--- config.mk ---
export PLATFORM = sky130hd
export DESIGN_NAME = spi_tx_arbiter
export DESIGN_NICKNAME = d
export VERILOG_FILES = /design/src/rtl/spi_tx_arbiter.sv
export SDC_FILE = /design/constraint.sdc
export NUM_CORES = 1
export LEC_CHECK = 0
export CAP_MARGIN = 40
export CORE_MARGIN = 5
export CORE_UTILIZATION = 34
export CTS_CLUSTER_DIAMETER = 150
export DETAILED_ROUTE_END_ITERATION = 7
export HOLD_SLACK_MARGIN = 0.08
export PLACE_DENSITY = 0.9
export SETUP_SLACK_MARGIN = 0.3
export SKIP_CTS_REPAIR_TIMING = 1
export SKIP_LAST_GASP = 1
export SYNTH_ARGS = -nofsm -noshare
export SYNTH_HDL_FRONTEND = slang
export SYNTH_SLANG_ARGS = --single-unit
--- constraint.sdc ---
create_clock -name clk_i -period 2 [get_ports clk_i]
set_input_delay 0.3 -clock clk_i [delete_from_list [all_inputs] [get_ports clk_i]]
set_output_delay 0.3 -clock clk_i [all_outputs]
set_load 0.01 [all_outputs]
--- src/rtl/spi_tx_arbiter.sv ---
// Round-robin, burst-locked arbiter that shares the core2spi FIFO write port among N_PORTS requesters.
// Optional stall watchdog on a locked burst is enabled by defining SPI_ARB_WATCHDOG_EN.
module spi_tx_arbiter #(
    parameter int N_PORTS = 4,
    parameter int HP_PORT = 0,
    parameter int TIMEOUT = 255
) (
    input  logic                   clk_i,
    input  logic                   rst_i,
    input  logic [N_PORTS-1:0]     req_valid_i,
    input  logic [32*N_PORTS-1:0]  req_data_i,
    input  logic [N_PORTS-1:0]     req_last_i,
    output logic [N_PORTS-1:0]     req_ready_o,
    input  logic                   fifo_full_i,
    input  logic                   fifo_urgent_i,
    output logic                   wr_en_o,
    output logic [31:0]            wr_din_o,
    output logic [2:0]             grant_idx_o,
    output logic                   busy_o,
    output logic                   err_timeout_o
);

    typedef enum logic {
        ST_IDLE,
        ST_LOCK
    } state_t;

    state_t          state_q, state_d;
    logic [2:0]      grant_q, grant_d;
    logic [2:0]      rr_ptr_q, rr_ptr_d;
    logic            wr_en_q, wr_en_d;
    logic [31:0]     wr_din_q, wr_din_d;

    logic [7:0]       valid8;
    logic [7:0]       last8;
    logic [7:0]       elig8;
    logic [7:0][31:0] data8;
    logic [2:0]       pick;
    logic [2:0]       cand;
    logic             found;
    logic [2:0]       grant_next;
    logic             accept;

    // Requester vectors are widened to 8 entries so the 3-bit grant index can select directly.
    assign valid8 = 8'(req_valid_i);
    assign last8  = 8'(req_last_i);

    for (genvar i = 0; i < 8; i++) begin : g_pad
        if (i < N_PORTS) begin : g_on
            assign data8[i] = req_data_i[32*i +: 32];
        end else begin : g_off
            assign data8[i] = '0;
        end
    end

    // While the FIFO is near full only the high-priority port may start a new burst.
    assign elig8 = fifo_urgent_i ? (valid8 & (8'd1 << HP_PORT)) : valid8;

    always_comb begin
        found = 1'b0;
        pick  = rr_ptr_q;
        cand  = rr_ptr_q;
        for (int k = 0; k < N_PORTS; k++) begin
            cand = 3'((int'(rr_ptr_q) + k) % N_PORTS);
            if (!found && elig8[cand]) begin
                found = 1'b1;
                pick  = cand;
            end
        end
    end

    assign grant_next = (grant_q == 3'(N_PORTS - 1)) ? 3'd0 : grant_q + 3'd1;
    assign accept     = (state_q == ST_LOCK) && valid8[grant_q] && !fifo_full_i;

`ifdef SPI_ARB_WATCHDOG_EN
    localparam int STALL_W = $clog2(TIMEOUT + 1);

    logic [STALL_W-1:0] stall_q, stall_d;
    logic               err_q, err_d;
`endif

    always_comb begin
        state_d  = state_q;
        grant_d  = grant_q;
        rr_ptr_d = rr_ptr_q;
        wr_en_d  = 1'b0;
        wr_din_d = wr_din_q;
`ifdef SPI_ARB_WATCHDOG_EN
        stall_d  = '0;
        err_d    = 1'b0;
`endif
        case (state_q)
            ST_IDLE: begin
                if (found) begin
                    grant_d = pick;
                    state_d = ST_LOCK;
                end
            end
            ST_LOCK: begin
`ifdef SPI_ARB_WATCHDOG_EN
                stall_d = stall_q;
`endif
                if (accept) begin
                    wr_en_d  = 1'b1;
                    wr_din_d = data8[grant_q];
                    if (last8[grant_q]) begin
                        state_d  = ST_IDLE;
                        rr_ptr_d = grant_next;
                    end
`ifdef SPI_ARB_WATCHDOG_EN
                    stall_d = '0;
                end else if (!valid8[grant_q]) begin
                    // Only an absent requester counts as a stall; FIFO backpressure does not.
                    if (stall_q == STALL_W'(TIMEOUT - 1)) begin
                        state_d  = ST_IDLE;
                        rr_ptr_d = grant_next;
                        err_d    = 1'b1;
                        stall_d  = '0;
                    end else begin
                        stall_d = stall_q + STALL_W'(1);
                    end
`endif
                end
            end
            default: state_d = ST_IDLE;
        endcase
    end

    always_ff @(posedge clk_i) begin
        if (rst_i) begin
            state_q  <= ST_IDLE;
            grant_q  <= '0;
            rr_ptr_q <= '0;
            wr_en_q  <= 1'b0;
            wr_din_q <= '0;
`ifdef SPI_ARB_WATCHDOG_EN
            stall_q  <= '0;
            err_q    <= 1'b0;
`endif
        end else begin
            state_q  <= state_d;
            grant_q  <= grant_d;
            rr_ptr_q <= rr_ptr_d;
            wr_en_q  <= wr_en_d;
            wr_din_q <= wr_din_d;
`ifdef SPI_ARB_WATCHDOG_EN
            stall_q  <= stall_d;
            err_q    <= err_d;
`endif
        end
    end

    assign req_ready_o = ((state_q == ST_LOCK) && !fifo_full_i) ? (N_PORTS'(1) << grant_q) : '0;
    assign wr_en_o     = wr_en_q;
    assign wr_din_o    = wr_din_q;
    assign grant_idx_o = grant_q;
    assign busy_o      = (state_q == ST_LOCK);

`ifdef SPI_ARB_WATCHDOG_EN
    assign err_timeout_o = err_q;
`else
    wire unused_timeout = (TIMEOUT != 0);
    assign err_timeout_o = 1'b0;
`endif

endmodule

=== Word level (Yosys, flattened, before mapping) ===
Cells that the tools add are included.
Widths: inputs -> output; s select.

* Register bits after elaboration: 40
* Bits of input ports: 140

* Add/sub/neg operators: 4
* $lt $le $gt $ge: 5
* Equality and inequality tests: 1
* Shifts and indexed selects: 1
* Mux-type cells: 30
* Bitwise logic cells: 4
* Reduce and logical (&&, ||, !) cells: 17

{| class="wikitable"
|+ Operators by type and width
! cell !! number
|-
| $bmux 32 s3 || 1
|-
| $mux 32 || 1
|-
| $lt 3x4->1 const B || 4
|-
| $bmux 1 s3 || 5
|-
| $mux 3 || 5
|-
| $mux 1 || 14
|-
| $mux 4 || 2
|-
| $reduce_or 2->1 || 4
|-
| $logic_and 1x1->1 || 6
|-
| $add 2x2->2 const B || 2
|-
| $logic_not 1->1 || 4
|-
| $lt 2x4->1 const B || 1
|-
| $reduce_and 2->1 || 2
|-
| $shl 1x3->4 const A || 1
|-
| $add 3x1->3 const B || 1
|-
| $and 1x1->1 const A || 3
|-
| $eq 3x2->1 const B || 1
|-
| $reduce_and 3->1 || 1
|-
| $add 2x1->2 const B || 1
|-
| $bmux 1 s2 || 1
|-
| $pmux 1 s2 || 1
|-
| $not 1->1 || 1
|}

=== Depth between registers and ports, before layout ===
* Word-level depth: 15
* Gate-level depth with buffers: 7

=== Worst setup path after synthesis ===
Ideal clock, no wire load.

* Path type: reg2reg
* From: reg grant_q[0], in the netlist grant_idx_o[0]
* To: reg wr_din_q[11], in the netlist wr_din_o[11]
* Setup time: 0.132 ns
* Arrival: 1.632 ns
* Data required time: 1.868 ns
* Slack: 0.235 ns
* Stages on the path, launching flop included: 8
* Buffers on the path: 3
* Period minus slack after synthesis: 1.765 ns
* Path through: dfxtp_1 buf_6 mux4_2 and2_4 buf_6 buf_6 nand2_1 a21oi_1

* Word-level cells in the longest chain between the ends: 5
* Elaborated cells between the ends (all ways): 7
* Classes of those cells: mux: 4; reduce/logical: 3

{| class="wikitable"
|+ RTL lines
! item !! RTL line !! text
|-
| from (decl) || 29 || <nowiki>logic [2:0] grant_q, grant_d;</nowiki>
|-
| from (signal assigned) || 142 || <nowiki>grant_q <= grant_d;</nowiki>
|-
| $bmux 1 s3 || 73 || <nowiki>assign accept = (state_q == ST_LOCK) && valid8[grant_q] && !fifo_full_i;</nowiki>
|-
| $mux 1 (not written as such) || 73 ||
|-
| $logic_and 1x1->1 (2 in a row) || 73 ||
|-
| $reduce_and 2->1 (no line) || n/a ||
|-
| to (signal assigned) || 145 || <nowiki>wr_din_q <= wr_din_d;</nowiki>
|-
| to (decl) || 32 || <nowiki>logic [31:0] wr_din_q, wr_din_d;</nowiki>
|}

Parallel ways exist; a longest one is shown, timed or not. The select of a mux whose other input is x is not followed.
A chain may end at the register's enable or synchronous reset.

=== Worst setup path after layout ===
* From: in fifo_full_i
* To: out req_ready_o[3]

* Word-level cells in the longest chain between the ends: 3

{| class="wikitable"
|+ RTL lines
! item !! RTL line !! text
|-
| from (decl) || 14 || <nowiki>input logic fifo_full_i,</nowiki>
|-
| $logic_not 1->1 || 153 || <nowiki>assign req_ready_o = ((state_q == ST_LOCK) && !fifo_full_i) ? (N_PORTS'(1) << grant_q) : '0;</nowiki>
|-
| $logic_and 1x1->1 || 153 ||
|-
| $mux 4 || 153 ||
|-
| to (decl) || 13 || <nowiki>output logic [N_PORTS-1:0] req_ready_o,</nowiki>
|}

No other way between the ends.

==> impl_metrics.toml <==
[power]
worst_ir_drop_vdd_uv = 241
report.power.total_mw = 2.14
power_density_nw_per_um2 = 454
static-leakage-power_nw = 1.71

[floorplan]
dieWidth_microns = 94.8
design.die.area_sq_um = 8980
core.rowCount = 31
chipHeight_microns = 94.8
initial_core_util_pct = 34.2
floorplan.io_pins = 182
fp.coreArea_sq_um = 7140

[critical_path]
setup.worst_path.class = "input pin to output pin"
path_common_cell = "sky130_fd_sc_hd__clkdlybuf4s50_1"
timing.critical_path.arrival_ns = 1.67
timing.critical_path.to_type = "output pin"
critical_path.top_delay_family = "buffers and inverters"
critical_path.max_fanout = 5
cp.required_ns = 1.70
crit_path_cell_trace = "clkdlybuf4s50_1, nor3b_4, and2_1, clkdlybuf4s50_1"
rrSetupSlack_ns = 0.30
crit_path_top_delay_cell = "sky130_fd_sc_hd__clkdlybuf4s50_1"
cp-start-kind = "input pin"
worst-path-buf-inv = 2
critPathMaxStageDelay_ns = 0.54

[clock_tree]
clkLatencyLatePin_ns = 0.28
ctsHtreeMaxLevel = 2
cts_tree = "done"
clkSlewWorstSetupHoldPaths_ns = 0.07
number_of_buffers_added_by_the_clock_tree_synthesis_step = 5
clock-sinks = 39
clk_path_buf_depth = 2
root_buffer = "sky130_fd_sc_hd__clkbuf_8"

[layout]
layout.filler_cells = 594
antennaDiodeCount = 0
nets = 582
post_route_cells_drive_above_1_share_pct = 20.1
postLayoutCellArea_sq_um = 4700
syn_to_final_growth_pct = 92.5

[global_routing]
grt_busiest_layer = "met2"
grt_pass1_wl_mm = 13.4
global_route.usage.total_pct = 19.1
number_of_antenna_violations_at_the_first_check_in_global_routing = 1
global_routing_met1_resource_utilization_pct = 20.1
grt_use_met2_pct = 36.9
grtUsageMet3_pct = 4.78
globalRouteOverflowTotal = 0
grt_max_degree = 33
grt_pass1_vias = 2837

[detailed_routing]
detail_route.iter0.violations = 87
post-route-drc-count = 0
detail_route.wirelength_mm = 9.55
routedWlPerCell_microns = 17.8
antenna_left = 0
routed_via_density = 5.10
drt-pass1-iter-count = 4
via_count = 2740

[logic_synthesis]
synth_top_flop_cell = "sky130_fd_sc_hd__dfxtp_1"
ys_ff_latch = 39
synthArstFlopShare_pct = 0
synth.top_cells.by_count = "sky130_fd_sc_hd__nand2_1 (67), sky130_fd_sc_hd__dfxtp_1 (39), sky130_fd_sc_hd__a21oi_1 (35), sky130_fd_sc_hd__mux4_2 (34)"
synth.area.top_cells = "sky130_fd_sc_hd__dfxtp_1 (32%), sky130_fd_sc_hd__mux4_2 (31%), sky130_fd_sc_hd__nand2_1 (10%), sky130_fd_sc_hd__a21oi_1 (7.2%), sky130_fd_sc_hd__buf_6 (2.3%)"
yosysSeqAreaShare_pct = 32.0
synth.top_cell.area_share_pct = 32.0
cell_type_contributing_the_most_total_cell_area_after_synthesis = "sky130_fd_sc_hd__dfxtp_1"
synth.net_count = 390
synth_area_sq_um = 2440
post_synth_inst_count = 246
netlist-cell-type-count = 31
synth_edf_count = 0
synthesis.area_per_instance_sq_um = 9.93
synth.yosys.warnings = 0
count_leader_synth = "sky130_fd_sc_hd__nand2_1"

[timing]
hold_violations = 0
fin_worst_skew_ns = 0.00687
min_period_over_period_pct = 98.5
grt_setup_unrepaired = "yes"
max_frequency_mhz = 508
setup_viol_count_final = 0
period_needed_ns = 1.97
slew_limit_fails = 0

[placed_design]
placedInstanceArea_sq_um = 4360
place_hpwl_mm = 7.35
gp_congestion = 0.745
io_buffer_count = 180

[run_status]
result_of_the_run = "completed"

[min_path]
hold_path.class = "register to register"

[run]
cap_viol_max_count = 0
-- cell type report --
type                    count  area, sq um  share of cell area (%)
flip-flops and latches     39          790                    16.8
inverters                   7         26.3                   0.559
well taps                  99          124                    2.63
repair buffers            203         2080                    44.3
clock inverters             1         5.00                   0.106
clock buffers               6         82.6                    1.76
multi-input cells         182         1590                    33.9
-- per-stage QoR --
step	setup TNS (ns)	hold WS (ns)	setup WS, ns	utilization [%]	cells
final	0	0.456	0.0297	65.9	537
after CTS	-0.201	0.457	-0.0791	62.3	525
after global routing	-0.0308	0.478	-0.0308	65.9	537
after detailed placement	0	0.447	0.0154	61.1	518
after floorplan	0	0.481	0.301	-	246
after global placement	0	0.441	0.0763	61.1	518
-- logic make-up (layout without fill, tap and decap cells) --
kind of cell | count (synthesis) | count (layout) | synth area share (%)
multiplexers | 37 | 37 | 32.6
buffers and inverters | 27 | 217 | 6.50
adder cells (fa/ha/maj) | 4 | 4 | 2.05
AND/OR/NAND/NOR | 90 | 92 | 15.7
other | 1 | 1 | 0.153
flip-flops | 39 | 39 | 32.0
AO/OA/AOI/OAI | 48 | 48 | 11.1
-- state kept, by name, indices dropped and copies added (netlist names) --
signal,flops
wr_din_o,32
rr_ptr_q,2
busy_o,1
grant_idx_o,3
wr_en_o,1
-- worst min-delay path: stages, from the launching register on --
cell,delay (ns)
sky130_fd_sc_hd__dfxtp_1,0.31
sky130_fd_sc_hd__nand2_1,0.05
sky130_fd_sc_hd__a21oi_1,0.05
-- placed cells by master, fill, tap and decap left out, types with 2 or more instances in the layout --
cell / Yosys / layout
sky130_fd_sc_hd__clkbuf_16: 0 / 3
sky130_fd_sc_hd__mux4_2: 34 / 34
sky130_fd_sc_hd__nand3_1: 3 / 2
sky130_fd_sc_hd__mux2i_1: 3 / 3
sky130_fd_sc_hd__and2_4: 1 / 3
sky130_fd_sc_hd__dlymetal6s2s_1: 0 / 4
sky130_fd_sc_hd__clkbuf_8: 0 / 6
sky130_fd_sc_hd__and2_1: 5 / 5
sky130_fd_sc_hd__clkdlybuf4s50_1: 0 / 176
sky130_fd_sc_hd__nor2_1: 7 / 7
sky130_fd_sc_hd__buf_12: 0 / 2
sky130_fd_sc_hd__ha_1: 4 / 4
sky130_fd_sc_hd__buf_4: 4 / 12
sky130_fd_sc_hd__nand2_1: 67 / 65
sky130_fd_sc_hd__a221oi_1: 2 / 2
sky130_fd_sc_hd__a21oi_2: 0 / 11
sky130_fd_sc_hd__nor3_1: 2 / 2
sky130_fd_sc_hd__nor2b_1: 2 / 2
sky130_fd_sc_hd__nand2_2: 1 / 2
sky130_fd_sc_hd__a21oi_1: 35 / 24
sky130_fd_sc_hd__dfxtp_1: 39 / 36
sky130_fd_sc_hd__o21ai_0: 4 / 4
sky130_fd_sc_hd__dfxtp_4: 0 / 2
sky130_fd_sc_hd__inv_1: 7 / 7
sky130_fd_sc_hd__buf_6: 5 / 6
-- worst paths after layout --
kind	cells past startpoint	to	start
worst min register to register	2	wr_din_o[26]	wr_din_o[26]
worst min-delay path	2	wr_din_o[26]	wr_din_o[26]
worst max register to register	6	wr_din_o[15]	grant_idx_o[0]
worst max-delay path	4	req_ready_o[3]	fifo_full_i
-- where the power goes --
group / switching (mW) / internal, mW / leakage (nW)
clock network: 0.267 / 0.271 / 0.0470
registers: 0.0289 / 0.810 / 0.318
logic: 0.252 / 0.509 / 1.35
total: 0.548 / 1.59 / 1.71
-- metal layers --
| metal | wire length (microns) | part of all wire [%] |
|---|---|---|
| met5 | 11 | 0.12 |
| met4 | 125 | 1.3 |
| met3 | 726 | 7.6 |
| met2 | 5320 | 56 |
| met1 | 3360 | 35 |
(Power assumes the default switching activity.)
